### src/rtl/mem_arbiter_if.sv
// mem_arbiter_if: bundles the fetch requester, data requester and RAM-side
//    signals of the memory arbiter. slave = arbiter view, master = requesters + RAM.
// Latency: none (wires only). Backpressure: req held until the one-cycle ack.
interface mem_arbiter_if #(
   parameter int ADDR_WIDTH = 14,
   parameter int DATA_WIDTH = 32
);
   // instruction-fetch requester
   logic                  if_req;
   logic [ADDR_WIDTH-1:0] if_addr;
   logic                  if_ack;
   logic [DATA_WIDTH-1:0] if_rdata;
   // load/store requester
   logic                  dm_req;
   logic                  dm_we;
   logic [ADDR_WIDTH-1:0] dm_addr;
   logic [DATA_WIDTH-1:0] dm_wdata;
   logic                  dm_ack;
   logic [DATA_WIDTH-1:0] dm_rdata;
   // single-port synchronous RAM
   logic [ADDR_WIDTH-1:0] ram_addr;
   logic                  ram_we;
   logic [DATA_WIDTH-1:0] ram_wdata;
   logic [DATA_WIDTH-1:0] ram_rdata;

   modport slave (
      input  if_req, if_addr, dm_req, dm_we, dm_addr, dm_wdata, ram_rdata,
      output if_ack, if_rdata, dm_ack, dm_rdata, ram_addr, ram_we, ram_wdata
   );

   modport master (
      output if_req, if_addr, dm_req, dm_we, dm_addr, dm_wdata, ram_rdata,
      input  if_ack, if_rdata, dm_ack, dm_rdata, ram_addr, ram_we, ram_wdata
   );
endinterface

### src/rtl/mem_arbiter.sv
// mem_arbiter: shares one single-port sync RAM between instruction fetch and load/store.
// Latency: request seen in IDLE -> ack 2 cycles later; alternating requesters 1 ack / 2 cycles.
// Backpressure: requesters hold req until their one-cycle ack; data wins contention, then alternates.
// Ports: clock_i / reset_i (sync, active-high), bus (mem_arbiter_if.slave: both requesters
//    and the RAM), busy_o (high while an access is in ACCESS or RESP).
module mem_arbiter #(
   parameter int ADDR_WIDTH = 14,
   parameter int DATA_WIDTH = 32
) (
   input  logic           clock_i,
   input  logic           reset_i,
   mem_arbiter_if.slave   bus,
   output logic           busy_o
);

   typedef enum logic [1:0] {
      IDLE   = 2'd0,
      ACCESS = 2'd1,
      RESP   = 2'd2
   } state_t;

   state_t                state_q, state_d;
   logic                  owner_dm_q, owner_dm_d;    // 1 = data access in flight
   logic                  last_dm_q, last_dm_d;      // last grant went to data
   logic [ADDR_WIDTH-1:0] addr_q, addr_d;
   logic                  we_q, we_d;
   logic [DATA_WIDTH-1:0] wdata_q, wdata_d;
   logic [DATA_WIDTH-1:0] if_rdata_q, if_rdata_d;
   logic [DATA_WIDTH-1:0] dm_rdata_q, dm_rdata_d;

   logic if_pend, dm_pend, grant, grant_dm;

   // State register
   always_ff @(posedge clock_i) begin
      if (reset_i) begin
         state_q    <= IDLE;
         owner_dm_q <= 1'b0;
         last_dm_q  <= 1'b0;
         addr_q     <= '0;
         we_q       <= 1'b0;
         wdata_q    <= '0;
         if_rdata_q <= '0;
         dm_rdata_q <= '0;
      end else begin
         state_q    <= state_d;
         owner_dm_q <= owner_dm_d;
         last_dm_q  <= last_dm_d;
         addr_q     <= addr_d;
         we_q       <= we_d;
         wdata_q    <= wdata_d;
         if_rdata_q <= if_rdata_d;
         dm_rdata_q <= dm_rdata_d;
      end
   end

   // Next-state and grant selection
   always_comb begin
      state_d    = state_q;
      owner_dm_d = owner_dm_q;
      last_dm_d  = last_dm_q;
      addr_d     = addr_q;
      we_d       = we_q;
      wdata_d    = wdata_q;
      if_rdata_d = if_rdata_q;
      dm_rdata_d = dm_rdata_q;

      // In RESP the requester being acked still shows req high; mask it so it
      // cannot be re-granted on its own ack edge.
      if_pend  = bus.if_req & ~((state_q == RESP) & ~owner_dm_q);
      dm_pend  = bus.dm_req & ~((state_q == RESP) &  owner_dm_q);
      grant_dm = dm_pend & (~if_pend | ~last_dm_q);
      grant    = ((state_q == IDLE) | (state_q == RESP)) & (if_pend | dm_pend);

      unique case (state_q)
         IDLE:    state_d = grant ? ACCESS : IDLE;
         ACCESS:  state_d = RESP;
         RESP:    state_d = grant ? ACCESS : IDLE;
         default: state_d = IDLE;
      endcase

      if (grant) begin
         owner_dm_d = grant_dm;
         last_dm_d  = grant_dm;
         addr_d     = grant_dm ? bus.dm_addr : bus.if_addr;
         we_d       = grant_dm & bus.dm_we;
         wdata_d    = grant_dm ? bus.dm_wdata : '0;
      end

      // Read data is captured for the owner even on writes; data consumers
      // ignore dm_rdata on a write ack.
      if (state_q == RESP) begin
         if (owner_dm_q) dm_rdata_d = bus.ram_rdata;
         else            if_rdata_d = bus.ram_rdata;
      end
   end

   // Outputs
   always_comb begin
      bus.ram_addr  = addr_q;
      bus.ram_wdata = wdata_q;
      // Reset in the ACCESS cycle must not let a partial write commit.
      bus.ram_we    = (state_q == ACCESS) & we_q & ~reset_i;
      bus.if_ack    = (state_q == RESP) & ~owner_dm_q & ~reset_i;
      bus.dm_ack    = (state_q == RESP) &  owner_dm_q & ~reset_i;
      // RAM data is passed straight through on the ack cycle, then held.
      bus.if_rdata  = bus.if_ack ? bus.ram_rdata : if_rdata_q;
      bus.dm_rdata  = bus.dm_ack ? bus.ram_rdata : dm_rdata_q;
      busy_o        = (state_q == ACCESS) | (state_q == RESP);
   end

endmodule

### src/flat_wrapper.sv
// flat-port wrapper written by rule: the top's interface ports become plain ports
module mem_arbiter_flat 
#(
   parameter int ADDR_WIDTH = 14,
   parameter int DATA_WIDTH = 32
)
  (clock_i, reset_i, busy_o, bus_if_req, bus_if_addr, bus_dm_req, bus_dm_we, bus_dm_addr, bus_dm_wdata, bus_ram_rdata, bus_if_ack, bus_if_rdata, bus_dm_ack, bus_dm_rdata, bus_ram_addr, bus_ram_we, bus_ram_wdata);
  mem_arbiter_if #(.ADDR_WIDTH(ADDR_WIDTH), .DATA_WIDTH(DATA_WIDTH)) bus_i ();
  input  logic clock_i;
  input  logic reset_i;
  output logic busy_o;
  input wire logic [$bits(bus_i.if_req)-1:0] bus_if_req;
  input wire logic [$bits(bus_i.if_addr)-1:0] bus_if_addr;
  input wire logic [$bits(bus_i.dm_req)-1:0] bus_dm_req;
  input wire logic [$bits(bus_i.dm_we)-1:0] bus_dm_we;
  input wire logic [$bits(bus_i.dm_addr)-1:0] bus_dm_addr;
  input wire logic [$bits(bus_i.dm_wdata)-1:0] bus_dm_wdata;
  input wire logic [$bits(bus_i.ram_rdata)-1:0] bus_ram_rdata;
  output wire logic [$bits(bus_i.if_ack)-1:0] bus_if_ack;
  output wire logic [$bits(bus_i.if_rdata)-1:0] bus_if_rdata;
  output wire logic [$bits(bus_i.dm_ack)-1:0] bus_dm_ack;
  output wire logic [$bits(bus_i.dm_rdata)-1:0] bus_dm_rdata;
  output wire logic [$bits(bus_i.ram_addr)-1:0] bus_ram_addr;
  output wire logic [$bits(bus_i.ram_we)-1:0] bus_ram_we;
  output wire logic [$bits(bus_i.ram_wdata)-1:0] bus_ram_wdata;
  assign bus_i.if_req = bus_if_req;
  assign bus_i.if_addr = bus_if_addr;
  assign bus_i.dm_req = bus_dm_req;
  assign bus_i.dm_we = bus_dm_we;
  assign bus_i.dm_addr = bus_dm_addr;
  assign bus_i.dm_wdata = bus_dm_wdata;
  assign bus_i.ram_rdata = bus_ram_rdata;
  assign bus_if_ack = bus_i.if_ack;
  assign bus_if_rdata = bus_i.if_rdata;
  assign bus_dm_ack = bus_i.dm_ack;
  assign bus_dm_rdata = bus_i.dm_rdata;
  assign bus_ram_addr = bus_i.ram_addr;
  assign bus_ram_we = bus_i.ram_we;
  assign bus_ram_wdata = bus_i.ram_wdata;
  mem_arbiter #(.ADDR_WIDTH(ADDR_WIDTH), .DATA_WIDTH(DATA_WIDTH)) u_core (.clock_i(clock_i), .reset_i(reset_i), .bus(bus_i), .busy_o(busy_o));
endmodule
### config.mk
export PLATFORM = sky130hd
export DESIGN_NAME = mem_arbiter_flat
export DESIGN_NICKNAME = d
export VERILOG_FILES = /design/src/rtl/mem_arbiter_if.sv /design/src/rtl/mem_arbiter.sv /design/src/flat_wrapper.sv
export SDC_FILE = /design/constraint.sdc
export NUM_CORES = 1
export LEC_CHECK = 0
export CAP_MARGIN = 20
export CORE_AREA = 3 3 122 124
export CTS_CLUSTER_DIAMETER = 40
export DETAILED_ROUTE_END_ITERATION = 16
export DIE_AREA = 0 0 125 127
export PLACE_DENSITY = 0.76
export SYNTH_ARGS = -nofsm -noshare
export SYNTH_HDL_FRONTEND = slang
export SYNTH_SLANG_ARGS = --single-unit
### constraint.sdc
create_clock -name clock_i -period 2.1 [get_ports clock_i]
set_clock_uncertainty 0.1 [all_clocks]
set_input_delay 0.42 -clock clock_i [delete_from_list [all_inputs] [get_ports clock_i]]
set_output_delay 0.42 -clock clock_i [all_outputs]
set_load 0.05 [all_outputs]
# Word level (Yosys, flattened, before mapping)
# Index checks and enable logic that the tools add are counted.
[word_totals]
regBits = 114
in_bits = 97
out_inout_bits = 114
wordCells = 39
[classes]
n_eq_ne = 2
mux = 6
bitwise_logic = 20
n_reduce_logical = 4
[op_table]
columns = ["operator", "n"]
rows = [
  ["2-to-1 mux 32 bit", 3],
  ["2-to-1 mux 14 bit", 1],
  ["bitwise AND 1 bit", 11],
  ["inverter 1 bit", 5],
  ["OR 1 bit", 4],
  ["case mux 2 bit (2 select lines)", 1],
  ["AND reduction 2 bit", 2],
  ["equality test 2 x 1 -> 1 bit, second input constant", 1],
  ["equality test 2 bit, second input constant", 1],
  ["zero test 2 bit", 1],
  ["OR reduction 2 bit", 1],
  ["2-to-1 mux 1 bit", 1],
]

# Longest topological paths before layout
# Gate-level depths: netlist of the first run.
[logic_depth]
word_depth = 8
ltp_mapped = 8
mapped_depth_nobuf = 5

# Least setup slack after synthesis of the first run
# OpenSTA, ideal clock, no wires.
[synth_timing]
path_type = "register to output"
start = "register u_core.state_q[0]"
end = "output port bus_if_rdata[22]"
t_arrival_ns = 1.749
required_ns = 1.580
slack_ns = -0.169
stages_incl_launch_ff = 6
n_path_buf = 1
path_cell_list = "dfxtp_1 -> inv_1 -> ha_1 -> nor3b_4 -> buf_4 -> mux2_2"
[synth_between]
elab_chain_len = 4
[synth_rtl]
columns = ["element", "line", "rtl"]
rows = [
  ["start, declared", "mem_arbiter.sv:22", "state_t state_q, state_d;"],
  ["start signal, assigned", "mem_arbiter.sv:45", "state_q <= state_d;"],
  ["equality test 2 bit", "mem_arbiter.sv:103", "bus.if_ack = (state_q == RESP) & ~owner_dm_q & ~reset_i;"],
  ["bitwise AND 1 bit (2 in a row)", "mem_arbiter.sv:103", ""],
  ["via bus_if_ack", "flat_wrapper.sv:19", "output wire logic [$bits(bus_i.if_ack)-1:0] bus_if_ack;"],
  ["2-to-1 mux 32 bit", "mem_arbiter.sv:106", "bus.if_rdata = bus.if_ack ? bus.ram_rdata : if_rdata_q;"],
  ["end, declared", "flat_wrapper.sv:20", "output wire logic [$bits(bus_i.if_rdata)-1:0] bus_if_rdata;"],
]
# The timed path passes the listed nets, and every way through them passes these cells.

# Worst setup path in the final report of the first run
[layout_timing]
start = "register u_core.state_q[0]"
end = "output port bus_if_rdata[1]"
[layout_between]
elab_chain_len = 4
[layout_rtl]
columns = ["element", "line"]
rows = [
  ["equality test 2 bit", "mem_arbiter.sv:103"],
  ["bitwise AND 1 bit (2 in a row)", "mem_arbiter.sv:103"],
  ["2-to-1 mux 32 bit", "mem_arbiter.sv:106"],
]
# Every way passes these cells.

==> PnR_summary.wiki, run 1 <==
{| class="wikitable"
! Metric !! Value
|-
| Cell count after placement || 954
|-
| Xor-xnor portion of the synthesized cell area || 0
|-
| First-pass iteration count of the detailed router || 5
|-
| Post-synthesis to final-layout area growth || 69.3%
|-
| Type of the tightest min-delay check || register to register
|-
| Initial standard-cell utilization of the core || 0.398
|-
| Max Slew Vio Count || 0
|-
| Adder and majority cell fraction of the synthesized area || 0.0113
|-
| Req. time, crit path || 1.58 ns
|-
| Wire length of the first global-routing pass || 27900 microns
|-
| Status || complete, but fails checks
|-
| Final-report setup violation count || 66
|-
| Hold Startpoint || u_core.if_rdata_q[24]
|-
| Number of unique standard cell types used by synthesis || 38
|-
| Mapped Nets || 687
|-
| Standard-cell row count || 43
|-
| Max_cap viols || 0
|-
| Synthesis-stage register bit count || 114
|-
| IR drop worst, VDD || 582 uV
|-
| Final period demand of the worst path || 2.48 ns
|-
| Count of cells along the worst register-to-register path || 8
|-
| R2r startpoint || u_core.state_q[0]
|-
| Maximum root-to-sink buffer count || 2
|-
| Most common flop cell mapped by yosys || dfxtp_1
|-
| Number of cells produced by synthesis || 585
|-
| Worst slack, placed || -0.0799 ns
|-
| Share of cell area taken by muxes after synthesis || 0.132
|-
| Ys async rst share || 0
|-
| Global route overflow || 0
|-
| Number of enable-type register cells in the synthesized netlist || 0
|-
| Horizontal die dimension || 125 microns
|-
| Reg-to-reg endpoint || u_core.bus.ram_wdata[30]
|-
| Clock transition at path regs || 0.05 ns
|-
| HPWL Detailed || 11300 microns
|-
| Via Count || 5372
|-
| Drt wl/cell || 18.0 microns
|-
| Final setup margin || -0.383 ns
|-
| Placeable core area || 13900 sq um
|-
| Critical Path AT || 1.96 ns
|-
| Final hold violation count || 0
|-
| Final Wtd Congestion || 0.799
|-
| # port buffers || 210
|-
| Die Area || 15900 sq um
|-
| RSZ-0062 raised after global routing || yes
|-
| Startpoint types || register
|-
| Vias in the first global route || 5315
|-
| Max frequency || 0.403 GHz
|-
| Final Routed Wirelength || 18100 microns
|-
| Overall power after layout || 7.27 mW
|-
| Chip Height || 127 microns
|-
| Sequential power share || 0.327
|-
| Yosys warnings || 0
|-
| Clk network pwr share || 0.431
|-
| Violated checks || setup timing
|-
| Cell area power density || 777 nW/um^2
|-
| Hold Path Sink || u_core.if_rdata_q[24]
|-
| Number of ports placed on the die boundary || 211
|-
| Switching fraction of total power || 0.291
|-
| Worst-margin pin slew || 0.720 ns
|-
| Syn avg cell area || 9.44 sq um
|-
| Fraction of the mapped netlist area in compound gates || 0.219
|-
| Count of non-filler cells in the finished layout || 1007
|-
| Leading area contributor after synthesis || dfxtp_1
|-
| Static Leak || 3.91 nW
|-
| Antenna-violating nets left || 0
|-
| Residual DRC count || 0
|-
| Final worst-path cycle share || 1.18
|-
| Initial DRC count || 413
|-
| Synth cell count leaders || 114 x dfxtp_1, 98 x nand2_1, 51 x mux2_2
|-
| Internal power component || 5.15 mW
|-
| Clock tree from TritonCTS || done
|-
| Kind of end point of the critical path || output pin
|-
| Via count normalized by instance count || 5.33
|-
| Combinational family with the most area after synthesis || compound AO/OA/AOI/OAI gates
|-
| TritonCTS buffer count || 17
|-
| Fraction of synthesized cell area taken by the top area cell type || 0.413
|-
| Dominant cells by area after synthesis || dfxtp_1 41%, mux2_2 10%, nand2_1 6.7%
|-
| H-tree lvl count || 4
|-
| Number of nets in the layout || 915
|-
| Worst slew slack as a fraction of its limit || 0.520
|-
| Antenna violations before repair || 1
|-
| Logic gate share of total power || 0.242
|-
| Maximum number of pins on one net before global-route repair || 56
|-
| Clock latency on the worst-skew pair || 0.41 ns
|-
| Hold Path Depth || 2
|-
| Num Clock Sinks || 114
|-
| Library cell used as clock root buffer || clkbuf_16
|-
| Simple-Gate Fraction of Synth Area || 0.149
|-
| Most frequent cell after synthesis || dfxtp_1
|-
| Max FO, Critical Path || 7
|-
| Share of the yosys chip area belonging to registers || 0.413
|-
| Post-synth design cell area || 5530 sq um
|-
| FF-to-FF setup slack || 0.09 ns
|-
| Startpoint-to-endpoint class of the critical path || register to output pin
|-
| Layout cell share with drive strength beyond 1 || 0.338
|-
| Global Route Usage Sum || 0.216
|-
| Net switching power || 2.11 mW
|}
[placed cells by master (no fill, tap or decap), types with 3 or more instances in the layout]
cell and instances:
inv_2 3, or4b_1 7, or4b_2 7, or2_2 15, buf_6 36, buf_8 27, dlymetal6s2s_1 8, o32ai_1 12
buf_4 43, bufinv_16 4, dlygate4sd2_1 32, clkbuf_16 17, mux2_4 64, buf_12 15, o2111ai_1 14, dfxtp_1 112
a21oi_1 32, clkbuf_8 5, clkinv_2 3, buf_16 5, nand3_1 14, o21ai_0 14, inv_1 33, ha_1 4
a22o_1 32, a31oi_1 14, or3_1 14, o32ai_2 20, clkdlybuf4s50_1 97, nand2_1 98
[how the worst max path moves through the flow]
| stage | cells past startpoint | to | start | slack (ns) |
|---|---|---|---|---|
| 2_1_floorplan | 6 | bus_dm_rdata[14] | reset_i | 0.02 |
| 3_5_place_dp | 6 | bus_dm_rdata[7] | reset_i | -0.08 |
| 3_3_place_gp | 5 | bus_if_rdata[31] | reset_i | -0.04 |
| 5_1_grt | 7 | bus_if_rdata[1] | u_core.state_q[0] | -0.47 |
| 6_report | 7 | bus_if_rdata[1] | u_core.state_q[0] | -0.38 |
| 4_1_cts | 7 | bus_if_rdata[17] | u_core.state_q[0] | -0.39 |
[worst max-delay path, stage by stage (launching register included)]
cell     delay (ns)
dfxtp_2        0.32
inv_2          0.06
ha_4           0.13
nor3b_4        0.24
buf_6          0.16
buf_12         0.14
mux2_4         0.33
buf_8          0.16
[state kept, by name, indices dropped and copies added, names as in the netlist]
name and count:
u_core.bus.ram_wdata 32, u_core.dm_rdata_q 32, u_core.if_rdata_q 32, u_core.bus.ram_addr 14
u_core.state_q 2, u_core.last_dm_q 1, u_core.we_q 1
[power groups by stage]
stage	clock, mW	combinational, mW	sequential, mW
final	3.13	1.76	2.38
after floorplan	0	0.779	2.70
after global placement	0	1.67	2.41
after global routing	3.28	1.85	2.39
after detailed placement	0	1.71	2.42
after CTS	3.18	1.75	2.38
[per-stage QoR]
stage               hold slack [ns]  setup TNS, ns  cell area (sq um)   util
finish                        0.353         -21.16               9350  0.674
CTS                           0.354         -22.70               9240  0.665
floorplan                     0.334              0               5740      -
global route                  0.377         -25.53               9350  0.674
detailed placement            0.347          -1.39               8000  0.576
global placement              0.342         -0.523               8000  0.576
[area by class of cell]
cell class,instances,area (sq um)
clock inverter,9,150
fill,1046,4530
tap,180,225
multi-input combinational,379,3100
sequential,114,2280
timing repair buffer,265,2960
inverter,36,135
clock buffer,23,498
antenna,1,2.50
[routing by layer]
metal / part of all wire / wire, microns / up-vias / GRT usage
li1: - / - / 2563 / -
met1: 0.39 / 7020 / 2591 / 0.237
met2: 0.53 / 9590 / 198 / 0.394
met3: 0.067 / 1210 / 20 / 0.0673
met4: 0.014 / 258 / 0 / 0.0746
met5: 0 / 0 / - / 0
[cell families after synthesis]
kind of cell	Yosys count
flip-flops	114
multiplexers	65
adder cells (fa/ha/maj)	5
AO/OA/AOI/OAI	145
AND/OR/NAND/NOR	164
buffers and inverters	92
[what timing repair did]
action / CTS / global route
hold endpoints to repair: 0 / 0
cloned: 6 / 0
setup buffers: 13 / 2
pin swaps: 2 / 1
resized for setup: 130 / 29
hold buffers: 0 / 0
setup endpoints to repair: 98 / 76
(Power assumes the default switching activity.)
==> inputs of run 2 (changes only) <==
- CORE_AREA: 3 3 122 124 -> 3 3 117 119
- CTS_CLUSTER_DIAMETER: 40 -> 50
- DIE_AREA: 0 0 125 127 -> 0 0 120 122
- PLACE_DENSITY: 0.76 -> 0.78
- clock period: 2.1 -> 2.45 ns (I/O delays scaled with it)
==> PnR_summary.wiki, run 2 (synthesized netlist as in run 1, its figures left out) <==
{| class="wikitable"
! Metric !! Value
|-
| Post-detailed-placement cell area || 7670 sq um (was 8000 sq um)
|-
| Layout cell share with drive strength beyond 1 || 0.321 (was 0.338)
|-
| Clock transition at path regs || 0.05 ns (about the same)
|-
| Final hold violation count || 0 (unchanged)
|-
| Number of nets in the layout || 900 (was 915)
|-
| Via Count || 5415 (was 5372)
|-
| Horizontal die dimension || 120 microns (was 125 microns)
|-
| Most frequent cells in the layout || 141 x clkdlybuf4s50_1, 112 x dfxtp_1, 98 x nand2_1, 48 x mux2_4, 40 x buf_6 (was 112 x dfxtp_1, 98 x nand2_1, 97 x clkdlybuf4s50_1, 64 x mux2_4, 43 x buf_4)
|-
| Global route overflow || 0 (unchanged)
|-
| Status || complete, but fails checks (unchanged)
|-
| Residual DRC count || 0 (unchanged)
|-
| Antenna-violating nets left || 0 (unchanged)
|-
| Chip Height || 122 microns (was 127 microns)
|-
| Critical Path AT || 1.94 ns (was 1.96 ns)
|-
| Startpoint types || register (unchanged)
|-
| Initial DRC count || 335 (was 413)
|-
| Max Slew Vio Count || 0 (unchanged)
|-
| H-tree lvl count || 4 (unchanged)
|-
| TritonCTS buffer count || 17 (unchanged)
|-
| HPWL Detailed || 11300 microns (about the same)
|-
| Post-synthesis to final-layout area growth || 63.9% (was 69.3%)
|-
| Startpoint-to-endpoint class of the critical path || register to output pin (unchanged)
|-
| Wire length of the first global-routing pass || 28800 microns (was 27900 microns)
|-
| Final setup margin || -0.0820 ns (was -0.383 ns)
|-
| Overall power after layout || 5.94 mW (was 7.27 mW)
|-
| # port buffers || 210 (unchanged)
|-
| Worst slew slack as a fraction of its limit || 0.560 (was 0.520)
|-
| Req. time, crit path || 1.86 ns (was 1.58 ns)
|-
| Most frequent standard cell in the layout excluding fill and tap cells || clkdlybuf4s50_1 (was dfxtp_1)
|-
| Max FO, Critical Path || 6 (was 7)
|-
| Max_cap viols || 0 (unchanged)
|-
| Maximum root-to-sink buffer count || 2 (unchanged)
|-
| Clock latency on the worst-skew pair || 0.41 ns (about the same)
|-
| Worst-margin pin slew || 0.660 ns (was 0.720 ns)
|-
| Max frequency || 0.395 GHz
|-
| Type of the tightest min-delay check || register to register (unchanged)
|-
| Vias in the first global route || 5508 (was 5315)
|-
| Kind of end point of the critical path || output pin (unchanged)
|-
| Placeable core area || 12700 sq um (was 13900 sq um)
|-
| Final worst-path cycle share || 1.03
|-
| Violated checks || setup timing (unchanged)
|-
| RSZ-0062 raised after global routing || yes (unchanged)
|-
| Final Wtd Congestion || 0.874 (was 0.799)
|-
| Post-Layout Inst Area || 9060 sq um (was 9350 sq um)
|-
| Maximum number of pins on one net before global-route repair || 51 (was 56)
|-
| Final period demand of the worst path || 2.53 ns
|-
| Num Clock Sinks || 114 (unchanged)
|-
| Initial standard-cell utilization of the core || 0.436 (was 0.398)
|-
| Final-report setup violation count || 58 (was 66)
|-
| Clock tree from TritonCTS || done (unchanged)
|-
| Antenna diode count || 0 (was 1)
|-
| Cell area power density || 656 nW/um^2 (was 777 nW/um^2)
|-
| Number of ports placed on the die boundary || 211 (unchanged)
|-
| Die Area || 14600 sq um (was 15900 sq um)
|-
| Final Routed Wirelength || 18800 microns (was 18100 microns)
|-
| Antenna violations before repair || 0 (was 1)
|-
| Standard-cell row count || 41 (was 43)
|-
| Via count normalized by instance count || 5.51 (was 5.33)
|-
| Storage element area || 2290 sq um (was 2280 sq um)
|-
| Global Route Usage Sum || 0.245 (was 0.216)
|-
| Filler cell count || 916 (was 1046)
|-
| Drt wl/cell || 19.1 microns (was 18.0 microns)
|-
| First-pass iteration count of the detailed router || 4 (was 5)
|-
| Library cell used as clock root buffer || clkbuf_16 (unchanged)
|-
| Static Leak || 3.48 nW (was 3.91 nW)
|-
| Total area of multi-input combinational cells || 3040 sq um (was 3100 sq um)
|-
| IR drop worst, VDD || 494 uV (was 582 uV)
|}
run 2: where the power goes:
part / switching, mW / total [mW] / internal, mW
clock: 0.896 / 2.38 / 1.49
combinational: 0.885 / 1.52 / 0.637
sequential: 0.0748 / 2.04 / 1.96
total: 1.86 / 5.94 / 4.09
run 2: critical path, stage by stage (launching register included):
cell	delay [ns]
dfxtp_2	0.32
inv_2	0.07
ha_4	0.14
and3_4	0.28
buf_12	0.13
buf_16	0.10
mux2_2	0.33
buf_6	0.15
run 2: routing by layer:
layer	vias up	share of wire	track usage
li1	2531	-	-
met1	2632	0.39	0.288
met2	205	0.53	0.441
met3	47	0.054	0.0478
met4	0	0.030	0.0945
met5	-	0	0
run 2: final timing paths:
check	end	cells after the start	slack (ns)	start
min	u_core.if_rdata_q[7]	2	0.36	u_core.if_rdata_q[7]
min reg2reg	u_core.if_rdata_q[7]	2	0.36	u_core.if_rdata_q[7]
max reg2reg	u_core.bus.ram_wdata[30]	7	0.39	u_core.state_q[0]
max	bus_dm_rdata[19]	7	-0.08	u_core.state_q[0]
run 2: stage by stage:
stage | instances | setup WS [ns] | utilization | setup TNS (ns) | hold WS, ns
floorplan | 585 | 0.100 | - | 0 | 0.332
global placement | 934 | 0.156 | 0.606 | 0 | 0.339
detailed placement | 934 | 0.0853 | 0.606 | 0 | 0.345
CTS | 982 | -0.126 | 0.707 | -4.30 | 0.353
global route | 983 | -0.144 | 0.715 | -6.50 | 0.379
finish | 983 | -0.0820 | 0.715 | -2.76 | 0.357
run 2: cell type report:
class,count,share of cell area
sequential,114,0.253
clock inverter,14,0.0155
clock buffer,18,0.0474
inverter,36,0.0149
multi-input combinational,379,0.335
tap,172,0.0238
timing repair buffer,250,0.311
run 2: timing repair:
item | 4_1_cts | 5_1_grt
buffers inserted | 10 | 3
hold buffers | 0 | 0
pin swaps | 1 | 1
cloned | 6 | 2
endpoints found under the setup margin | 64 | 64
gates resized for setup | 120 | 41
==> inputs of run 3 (changes only) <==
- CAP_MARGIN: 20 -> not set
- REMOVE_ABC_BUFFERS: not set -> 1
==> PnR_summary.wiki, run 3 (synthesized netlist as in run 1, its figures left out) <==
{| class="wikitable"
! Metric !! Value
|-
| Static Leak || 3.60 nW (was 3.48 nW)
|-
| Cell chain of the critical path || inv_2 > ha_4 > nor3b_4 > buf_6 > clkbuf_16 > mux2_4 > buf_12 (was inv_2 > ha_4 > and3_4 > buf_12 > buf_16 > mux2_2 > buf_6)
|-
| TritonCTS buffer count || 17 (unchanged)
|-
| # port buffers || 210 (unchanged)
|-
| Most frequent cells in the layout || 141 x clkdlybuf4s50_1, 112 x dfxtp_1, 98 x nand2_1, 64 x mux2_4, 37 x buf_12 (was 141 x clkdlybuf4s50_1, 112 x dfxtp_1, 98 x nand2_1, 48 x mux2_4, 40 x buf_6)
|-
| Library cell used as clock root buffer || clkbuf_16 (unchanged)
|-
| Max FO, Critical Path || 6 (unchanged)
|-
| Drt wl/cell || 22.9 microns (was 19.1 microns)
|-
| Final period demand of the worst path || 2.68 ns (was 2.53 ns)
|-
| FF-to-FF setup slack || 0.29 ns (was 0.39 ns)
|-
| Final hold violation count || 0 (unchanged)
|-
| Final setup margin || -0.229 ns (was -0.0820 ns)
|-
| Final core utilization || 0.745 (was 0.715)
|-
| Clock latency on the worst-skew pair || 0.42 ns (was 0.41 ns)
|-
| Most frequent standard cell in the layout excluding fill and tap cells || clkdlybuf4s50_1 (unchanged)
|-
| Die Area || 14600 sq um (unchanged)
|-
| Max Slew Vio Count || 0 (unchanged)
|-
| Num Clock Sinks || 114 (unchanged)
|-
| HPWL Detailed || 11400 microns (was 11300 microns)
|-
| Initial DRC count || 587 (was 335)
|-
| Final Wtd Congestion || 0.785 (was 0.874)
|-
| Count of non-filler cells in the finished layout || 985 (was 983)
|-
| Cell area power density || 645 nW/um^2 (was 656 nW/um^2)
|-
| Antenna-violating nets left || 0 (unchanged)
|-
| Horizontal die dimension || 120 microns (unchanged)
|-
| Kind of end point of the critical path || output pin (unchanged)
|-
| Hold Path Sink || u_core.if_rdata_q[12] (was u_core.if_rdata_q[7])
|-
| Worst slack, placed || 0.110 ns (was 0.0853 ns)
|-
| Post-Layout Inst Area || 9440 sq um (was 9060 sq um)
|-
| Quantity of hold-fixing buffers added after cts || 0 (unchanged)
|-
| Antenna violations before repair || 0 (unchanged)
|-
| Final worst-path cycle share || 1.09 (was 1.03)
|-
| Maximum root-to-sink buffer count || 2 (unchanged)
|-
| Req. time, crit path || 1.86 ns (about the same)
|-
| Maximum single-stage delay on the critical path || 0.33 ns (about the same)
|-
| RSZ-0062 raised after global routing || yes (unchanged)
|-
| Hold Path Depth || 2 (unchanged)
|-
| IR drop worst, VDD || 441 uV (was 494 uV)
|-
| Placeable core area || 12700 sq um (unchanged)
|-
| Max_cap viols || 0 (unchanged)
|-
| Vias in the first global route || 5779 (was 5508)
|-
| Count of cells along the worst register-to-register path || 7 (unchanged)
|-
| Violated checks || setup timing (unchanged)
|-
| H-tree lvl count || 4 (unchanged)
|-
| Initial standard-cell utilization of the core || 0.436 (unchanged)
|-
| Via count normalized by instance count || 5.98 (was 5.51)
|-
| Wire length of the first global-routing pass || 32000 microns (was 28800 microns)
|-
| Setup TNS after final layout || -9.63 ns (was -2.76 ns)
|-
| First-pass iteration count of the detailed router || 5 (was 4)
|-
| Reg-to-reg endpoint || u_core.bus.ram_wdata[22] (was u_core.bus.ram_wdata[30])
|-
| Startpoint types || register (unchanged)
|-
| Worst slew slack as a fraction of its limit || 0.453 (was 0.560)
|-
| Standard-cell row count || 41 (unchanged)
|-
| Max frequency || 0.373 GHz (was 0.395 GHz)
|-
| Via Count || 5888 (was 5415)
|-
| Post-synthesis to final-layout area growth || 70.9% (was 63.9%)
|-
| Number of ports placed on the die boundary || 211 (unchanged)
|-
| Residual DRC count || 0 (unchanged)
|-
| Global Route Usage Sum || 0.279 (was 0.245)
|-
| Number of nets in the layout || 904 (was 900)
|-
| Chip Height || 122 microns (unchanged)
|-
| Hold Startpoint || u_core.if_rdata_q[12] (was u_core.if_rdata_q[7])
|-
| Layout cell share with drive strength beyond 1 || 0.317 (was 0.321)
|-
| Maximum number of pins on one net before global-route repair || 63 (was 51)
|-
| Final-report setup violation count || 65 (was 58)
|-
| Type of the tightest min-delay check || register to register (unchanged)
|-
| Worst-margin pin slew || 0.821 ns (was 0.660 ns)
|-
| Global route overflow || 0 (unchanged)
|-
| Cell count after placement || 932 (was 934)
|-
| Critical Path AT || 2.09 ns (was 1.94 ns)
|-
| Startpoint-to-endpoint class of the critical path || register to output pin (unchanged)
|-
| Post-detailed-placement cell area || 8000 sq um (was 7670 sq um)
|-
| Clock transition at path regs || 0.05 ns (about the same)
|-
| Final Routed Wirelength || 22600 microns (was 18800 microns)
|-
| Clock tree from TritonCTS || done (unchanged)
|-
| R2r startpoint || u_core.state_q[0] (unchanged)
|-
| Critical Path Slowest Stage Cell || mux2_4 (was mux2_2)
|-
| Antenna diode count || 0 (unchanged)
|-
| Status || complete, but fails checks (unchanged)
|}
run 3: final cells by class:
class                           count  area, sq um
Clock buffer                       25          485
Clock inverter                      5         77.6
Fill cell                         772         3230
Inverter                           36          135
Multi-Input combinational cell    379         3100
Sequential cell                   114         2280
Tap cell                          172          215
Timing Repair Buffer              254         3150
run 3: power by group:
group	internal (mW)	switching, mW	total, mW
logic	0.678	0.926	1.60
registers	1.97	0.0773	2.04
clock network	1.56	0.881	2.44
run 3: critical path: cells and delay by family, from the launching register on:
family | cells | cell delay (ns)
buffers and inverters | 4 | 0.56
adder cells (fa/ha/maj) | 1 | 0.17
flip-flops | 1 | 0.32
AND/OR/NAND/NOR | 1 | 0.29
multiplexers | 1 | 0.33
run 3: layer usage:
metal | wire length (microns) | up-vias | GRT usage
li1 | - | 2541 | -
met1 | 8270 | 2896 | 0.304
met2 | 11400 | 366 | 0.488
met3 | 1910 | 85 | 0.0887
met4 | 975 | 0 | 0.142
met5 | 0 | - | 0
run 3: stage by stage:
step,hold WS [ns],power [mW]
after global routing,0.382,6.25
after floorplan,0.326,2.87
after detailed placement,0.345,3.55
after CTS,0.353,6.02
after global placement,0.337,3.51
final,0.362,6.09
run 3: worst max-delay path by stage:
| stage | from | slack, ns | end | cells after the start |
|---|---|---|---|---|
| 2_1_floorplan | reset_i | -1.46 | bus_dm_rdata[16] | 3 |
| 5_1_grt | u_core.state_q[0] | -0.27 | bus_if_rdata[19] | 7 |
| 3_5_place_dp | u_core.state_q[0] | 0.11 | bus_dm_rdata[17] | 6 |
| 6_report | u_core.state_q[0] | -0.23 | bus_if_rdata[3] | 7 |
| 3_3_place_gp | u_core.state_q[0] | 0.16 | bus_if_rdata[15] | 6 |
| 4_1_cts | u_core.state_q[0] | -0.18 | bus_if_rdata[2] | 7 |
run 3: what timing repair did:
item / CTS / global route
pin swaps: 1 / 1
endpoints found under the setup margin: 64 / 65
cloned: 7 / 2
resized for setup: 127 / 32
hold endpoints to repair: 0 / 0
buffers inserted: 16 / 2
